--- config.mk ---
export PLATFORM = sky130hd
export DESIGN_NAME = rv32_inst_encoder
export DESIGN_NICKNAME = d
export VERILOG_FILES = /design/src/rtl/rv32_inst_encoder.sv
export SDC_FILE = /design/constraint.sdc
export NUM_CORES = 1
export LEC_CHECK = 0
export CORE_MARGIN = 2
export CORE_UTILIZATION = 42
export CTS_CLUSTER_DIAMETER = 200
export CTS_CLUSTER_SIZE = 12
export DETAILED_ROUTE_END_ITERATION = 10
export PLACE_DENSITY = 0.89
export SETUP_SLACK_MARGIN = 0.02
export SLEW_MARGIN = 20
export SYNTH_ARGS = -nofsm -noshare
export SYNTH_HDL_FRONTEND = slang
export SYNTH_SLANG_ARGS = --single-unit
--- constraint.sdc ---
create_clock -name clk -period 2.2 [get_ports clk]
set_input_delay 0.44 -clock clk [delete_from_list [all_inputs] [get_ports clk]]
set_output_delay 0.44 -clock clk [all_outputs]
set_load 0.1 [all_outputs]
--- src/rtl/rv32_inst_encoder.sv ---
// RV32I field-to-word encoder with a 2-entry output FIFO.
// Optional ENC_CHECK_EN enables field checking and the err code.
module rv32_inst_encoder #(
  parameter int WIDTH    = 32,
  parameter int INST_MAX = 32,
  parameter int DEPTH    = 2
) (
  input  logic                clk,
  input  logic                rst_n,
  input  logic                in_valid,
  output logic                in_ready,
  input  logic [5:0]          itype,
  input  logic [6:0]          opcode,
  input  logic [9:0]          fun,
  input  logic [WIDTH-1:0]    d0imm,
  input  logic [WIDTH-1:0]    s1,
  input  logic [WIDTH-1:0]    s2imm,
  output logic                out_valid,
  input  logic                out_ready,
  output logic [INST_MAX-1:0] inst,
  output logic [2:0]          err
);

  typedef enum logic [1:0] {
    EMPTY = 2'd0,
    ONE   = 2'd1,
    FULL  = 2'd2
  } occ_e;

  logic [2:0] f3;
  logic [6:0] f7;
  logic [4:0] rd, rs1, rs2;
  logic [INST_MAX-1:0] word;
  logic [INST_MAX-1:0] wdata;
  logic [2:0] werr;
  logic unused_bits;

  assign f3  = fun[9:7];
  assign f7  = fun[6:0];
  assign rd  = d0imm[4:0];
  assign rs1 = s1[4:0];
  assign rs2 = s2imm[4:0];
  assign unused_bits = ^{d0imm, s1, s2imm};

  // Pack the fields according to the selected format
  always_comb begin
    word = '0;
    case (1'b1)
      itype[5]: word = {f7, rs2, rs1, f3, rd, opcode};
      itype[4]: word = {s2imm[11:0], rs1, f3, rd, opcode};
      itype[3]: word = {d0imm[11:5], rs2, rs1, f3,
                        d0imm[4:0], opcode};
      itype[2]: word = {d0imm[12], d0imm[10:5], rs2, rs1, f3,
                        d0imm[4:1], d0imm[11], opcode};
      itype[1]: word = {s2imm[31:12], rd, opcode};
      itype[0]: word = {s2imm[20], s2imm[10:1], s2imm[11],
                        s2imm[19:12], rd, opcode};
      default:  word = '0;
    endcase
  end

`ifdef ENC_CHECK_EN
  function automatic logic fits(input logic [WIDTH-1:0] v,
                                input int n);
    logic [WIDTH-1:0] t;
    t = WIDTH'($signed(v) >>> (n - 1));
    return (t == '0) || (t == '1);
  endfunction

  function automatic logic hi(input logic [WIDTH-1:0] v);
    return |v[WIDTH-1:5];
  endfunction

  logic opc_ok, reg_bad, imm_bad, b0_bad;

  // Per-format checks, then the first failing one sets err
  always_comb begin
    opc_ok  = 1'b0;
    reg_bad = 1'b0;
    imm_bad = 1'b0;
    b0_bad  = 1'b0;
    werr    = 3'd0;
    case (1'b1)
      itype[5]: begin
        opc_ok  = opcode == 7'h33;
        reg_bad = hi(d0imm) | hi(s1) | hi(s2imm);
      end
      itype[4]: begin
        opc_ok  = (opcode == 7'h13) || (opcode == 7'h03) ||
                  (opcode == 7'h67) || (opcode == 7'h73);
        reg_bad = hi(d0imm) | hi(s1);
        imm_bad = !fits(s2imm, 12);
      end
      itype[3]: begin
        opc_ok  = opcode == 7'h23;
        reg_bad = hi(s1) | hi(s2imm);
        imm_bad = !fits(d0imm, 12);
      end
      itype[2]: begin
        opc_ok  = opcode == 7'h63;
        reg_bad = hi(s1) | hi(s2imm);
        imm_bad = !fits(d0imm, 13);
        b0_bad  = d0imm[0];
      end
      itype[1]: begin
        opc_ok  = (opcode == 7'h37) || (opcode == 7'h17);
        reg_bad = hi(d0imm);
        imm_bad = |s2imm[11:0];
      end
      itype[0]: begin
        opc_ok  = opcode == 7'h6F;
        reg_bad = hi(d0imm);
        imm_bad = !fits(s2imm, 21);
        b0_bad  = s2imm[0];
      end
      default: opc_ok = 1'b0;
    endcase
    if (!$onehot(itype)) werr = 3'd1;
    else if (!opc_ok)    werr = 3'd2;
    else if (reg_bad)    werr = 3'd3;
    else if (imm_bad)    werr = 3'd4;
    else if (b0_bad)     werr = 3'd5;
  end

  assign wdata = (werr != 3'd0) ? '0 : word;
`else
  assign werr  = 3'd0;
  assign wdata = word;
`endif

  logic [INST_MAX-1:0] inst_q [2];
  logic [2:0]          err_q  [2];
  logic                wptr_q, rptr_q;
  occ_e                cnt_q, cnt_d;
  logic                push, pop;

  assign in_ready  = cnt_q != FULL;
  assign out_valid = cnt_q != EMPTY;
  assign push      = in_valid && in_ready;
  assign pop       = out_valid && out_ready;
  assign inst      = inst_q[rptr_q];
  assign err       = err_q[rptr_q];

  // Occupancy next state from push/pop
  always_comb begin
    cnt_d = cnt_q;
    case ({push, pop})
      2'b10:   cnt_d = occ_e'(cnt_q + 2'd1);
      2'b01:   cnt_d = occ_e'(cnt_q - 2'd1);
      default: cnt_d = cnt_q;
    endcase
  end

  // Occupancy register and pointers
  always_ff @(posedge clk or negedge rst_n) begin
    if (!rst_n) begin
      cnt_q  <= EMPTY;
      wptr_q <= 1'b0;
      rptr_q <= 1'b0;
    end else begin
      cnt_q <= cnt_d;
      if (push) wptr_q <= ~wptr_q;
      if (pop)  rptr_q <= ~rptr_q;
    end
  end

  // Storage; cleared on reset so inst/err read 0
  always_ff @(posedge clk or negedge rst_n) begin
    if (!rst_n) begin
      for (int i = 0; i < 2; i++) begin
        inst_q[i] <= '0;
        err_q[i]  <= 3'd0;
      end
    end else if (push) begin
      inst_q[wptr_q] <= wdata;
      err_q[wptr_q]  <= werr;
    end
  end

endmodule

; Word level (Yosys, flattened, before mapping)
; Cells that the tools add are included.
[word_totals]
register_bits = 74
in_bits = 123
[classes]
addsub = 2
magnitude_cmp = 3
n_eq_ne = 3
mux = 18
bitwise = 6
n_reduce_logical = 5
[ops]
columns = cell, count
row1 = $mux 32, 10
row2 = $bwmux 64, 1
row3 = $demux 32 s1, 1
row4 = $mux 3, 4
row5 = $and 6x6->6, 1
row6 = $not 6->6, 1
row7 = $ge 2x2->1 const B, 2
row8 = $not 1->2, 2
row9 = $pmux 2 s2, 1
row10 = $reduce_bool 2->1, 2
row11 = $demux 3 s1, 1
row12 = $logic_and 1x1->1, 3
row13 = $add 2x1->2 const B, 1
row14 = $eq 2x1->1 const B, 1
row15 = $eq 2x2->1 const B, 1
row16 = $lt 2x1->1 const B, 1
row17 = $ne 2x2->1 const B, 1
row18 = $not 1->1, 2
row19 = $sub 2x1->2 const B, 1

; Logic depth before layout (Yosys ltp)
[depth]
ltp_word = 7
depth_mapped = 6
ltp_nobuf = 6

; Worst setup path before layout
; Ideal clock, no wire load.
[synth_timing]
kind = flip-flop to flip-flop
start = reg cnt_q[0]
end = reg inst_q[29] (netlist name)
setup_time_ps = 125
arrival_ps = 2191
setup_slack_ps = -116
path_stages_with_launch = 6
synth_period_minus_slack_ps = 2316
cell_sequence = dfrtp_1 nand2b_1 and3_1 buf_2 buf_2 mux2_2
[synth_via]
elab_chain_len = 2
[synth_rtl]
columns = item, line
row1 = from (decl), 134  ; occ_e cnt_q, cnt_d;
row2 = from (signal assigned), 161  ; cnt_q <= cnt_d;
row3 = $ne 2x2->1, 137  ; assign in_ready = cnt_q != FULL;
row4 = net in_ready, 11  ; output logic in_ready,
row5 = $logic_and 1x1->1, 139  ; assign push = in_valid && in_ready;
row6 = "to (signal, indexed assignment)", 175  ; inst_q[wptr_q] <= wdata;
row7 = to (decl), 131  ; logic [INST_MAX-1:0] inst_q [2];
; The timed path passes the listed nets, and every way through them passes these cells.
; A chain may end at the register's enable or synchronous reset.

; Final worst setup path
[layout_timing]
start = reg rptr_q
end = out inst[26]
[layout_via]
elab_chain_len = 4
[layout_rtl]
columns = item, line
row1 = from (decl), 133  ; logic wptr_q, rptr_q;
row2 = from (signal assigned), 163  ; if (pop) rptr_q <= ~rptr_q;
row3 = $not 1->2 (implied by the code), 141  ; assign inst = inst_q[rptr_q];
row4 = $mux 32 (implied by the code) (3 in a row), 141
row5 = to (decl), 20  ; output logic [INST_MAX-1:0] inst,
; No other way between the ends. The select of a mux whose other input is x is not followed.

==> results_dict.tcl <==
set metrics [dict create \
    synth_top_family_by_area "multiplexers" \
    cts_resized 0 \
    firstDrtPassIters 4 \
    num_vias 3073 \
    synth-simple-area-share_pct 12.9 \
    critical_path_class "reg2out" \
    cp_max_fo 36 \
    wl_um 9270 \
    slew_headroom_pct 56.8 \
    drv_slew 0 \
    period_share_pct 90.8 \
    regArea_um2 1850 \
    track_usage_pct 20.7 \
    crit_chain "buf_12 -> mux2_2 -> buf_12" \
    dp_cells 555 \
    tritoncts "built" \
    crit_family "buffers and inverters" \
    period_needed_ps 2000 \
    grt_overflow_total 0 \
    fin_worst_skew_ps 12.5 \
    syn2layout_area_growth_pct 52.3 \
    hpwl_um 6810 \
    startpoint_type "flop" \
    cts_sinks 74 \
    yosysSeqAreaShare_pct 51.2 \
    tightest_slew_ps 646 \
    syn_inst 344 \
    drive_above_1_share_pct 29.2 \
    cts_setup_buffers 0 \
    synth_nets 468 \
    nFillCells 639 \
    synth-compound-area-share_pct 13.8 \
    cts_max_level 3 \
    drcViolationCount 0 \
    synthAdderAreaFrac_pct 0.346 \
    vias_per_cell 5.38 \
    pre_cts_slack_ps -140 \
    hold_path_class "in2async" \
    cpPeakStageDelay_ps 400 \
    grt_first_pass_wirelength_um 15800 \
    setup_viol 0 \
    cp_slowest_cell "mux2_2" \
    cts_hold_buf 0 \
    ys_types 34 \
    crit_required_ps 1760 \
    multi_input_area_um2 1660 \
    cp_num_buf_inv 2 \
    synthMuxAreaShare_pct 17.8 \
    ios 160 \
    fmax_mhz 501 \
    crit_top_cell "buf_12" \
    final_cells 571 \
    gp_congestion 0.887 \
    clock_latency_ps 340 \
    max_cap_violations 0 \
    ant_nets 0 \
    ys_warn_count 0 \
    core_area_um2 8300 \
    chipWidth_um 96.8 \
    synth_seq_cells 74 \
    fin_nets 585 \
    finalHoldViolCount 0 \
    grt_pass1_vias 3271 \
    start_util_pct 43.6 \
    fp-row-count 33 \
    drtIter0Drc 79 \
    synth_xor_area_share_pct 0.969 \
    place.port_buffers 113 \
    fin_ws_ps 202 \
    cts_made_buffers 9 \
    die-area_um2 9360 \
    root_buffer "clkbuf_8" \
    status "finished, final reports clean" \
    rsz0062_at_grt "no" \
    syn_area_per_cell_um2 10.5 \
    diodes 0 \
    endpoint_kind "output pin" \
    drt-wirelength-per-cell_um 16.2 \
    grt_max_degree 56 \
    netlist_area_um2 3610 \
    path_clk_slew_ps 80 \
    die_y_um 96.8 \
    crit_arrival_ps 1560 \
    antenna_found_initial 0 \
    clk_path_buf_depth 2 \
]
layout by cell type, fill, tap and decap left out, types with 6 or more instances in the layout:
cell	n
a21oi_1	8
a221oi_1	8
a22oi_1	6
and2_1	7
buf_12	39
buf_4	15
clkbuf_8	9
clkdlybuf4s50_1	75
dfrtp_1	73
mux2_2	57
nand2_1	59
nor2_1	10
nor3b_1	8
o21ai_0	51
final cells by class:
class | count | share of cell area [%]
Tap cell | 105 | 2.39
Timing Repair Buffer | 129 | 29.9
Sequential cell | 74 | 33.7
Inverter | 1 | 0.0682
Clock inverter | 7 | 1.70
Multi-Input combinational cell | 246 | 30.1
Clock buffer | 9 | 2.25
synthesized netlist by cell type (all sizes together):
master	n	area [um^2]
a32o	1	10.0
o221ai	1	8.76
buf	9	52.6
and3	1	6.26
mux2	57	642
a221oi	8	70.1
or2	2	12.5
dfrtp	74	1850
nand3	1	5.00
nand3b	1	7.51
nand2	59	221
o21ai	55	290
nor3b	8	60.1
nor2	10	37.5
clkbuf	14	52.6
a21oi	8	40.0
or4	1	11.3
a22oi	6	45.0
inv	1	3.75
nand2b	2	12.5
ha	1	12.5
and2	7	43.8
nor3	1	5.00
nor4	1	6.26
o311ai	1	8.76
nor2b	2	12.5
nand4	4	25.0
xor2	2	17.5
a31oi	4	25.0
xnor2	2	17.5
per-stage QoR:
| stage | area, um^2 | utilization [%] | hold WS [ps] | TNS (ps) |
|---|---|---|---|---|
| detailed placement | 5290 | 63.7 | 432 | -3610 |
| floorplan | 3620 | - | 144 | 0 |
| finish | 5510 | 66.4 | 54.8 | 0 |
| CTS | 5510 | 66.4 | 50.1 | 0 |
| global placement | 5290 | 63.7 | 413 | -60.1 |
| global route | 5510 | 66.4 | 82.2 | 0 |
cell families after synthesis:
logic type / count (synthesis)
simple gates: 100
compound gates: 84
flops: 74
mux: 57
buf+inv: 24
xor+xnor: 4
fa+ha+maj: 1
metal layers:
metal / track usage, % / share of wire, % / vias to the layer above
met5: 0 / 0 / -
met4: 7.58 / 1.4 / 0
met3: 4.77 / 5.7 / 12
met2: 36.9 / 52 / 124
met1: 24.2 / 41 / 1477
li1: - / - / 1460
flip-flops by register name (all words and copies together), names as in the netlist:
register  count
cnt_q         2
err_q         6
inst_q       64
rptr_q        1
wptr_q        1
worst paths after layout:
check,start,endpoint,slack (ps),depth (start not counted)
worst min-delay path,rst_n,inst_q[51],50,1
worst max-delay path,rptr_q,inst[26],200,3
worst min register to register,inst_q[47],inst_q[47],480,2
max in group asynchronous,rst_n,rptr_q,1560,2
min in group clk,inst_q[47],inst_q[47],480,2
worst max register to register,cnt_q[1],cnt_q[1],450,5
worst register-to-register path, cell delays in order (launching register included):
cell and delay, ps:
dfrtp_1 420, or2_2 310, and2_1 190, ha_1 330, nor2_1 170, xor2_1 230
Power is not shown: default switching activity piles up to over one toggle a cycle in this logic, so the estimate is an artifact.
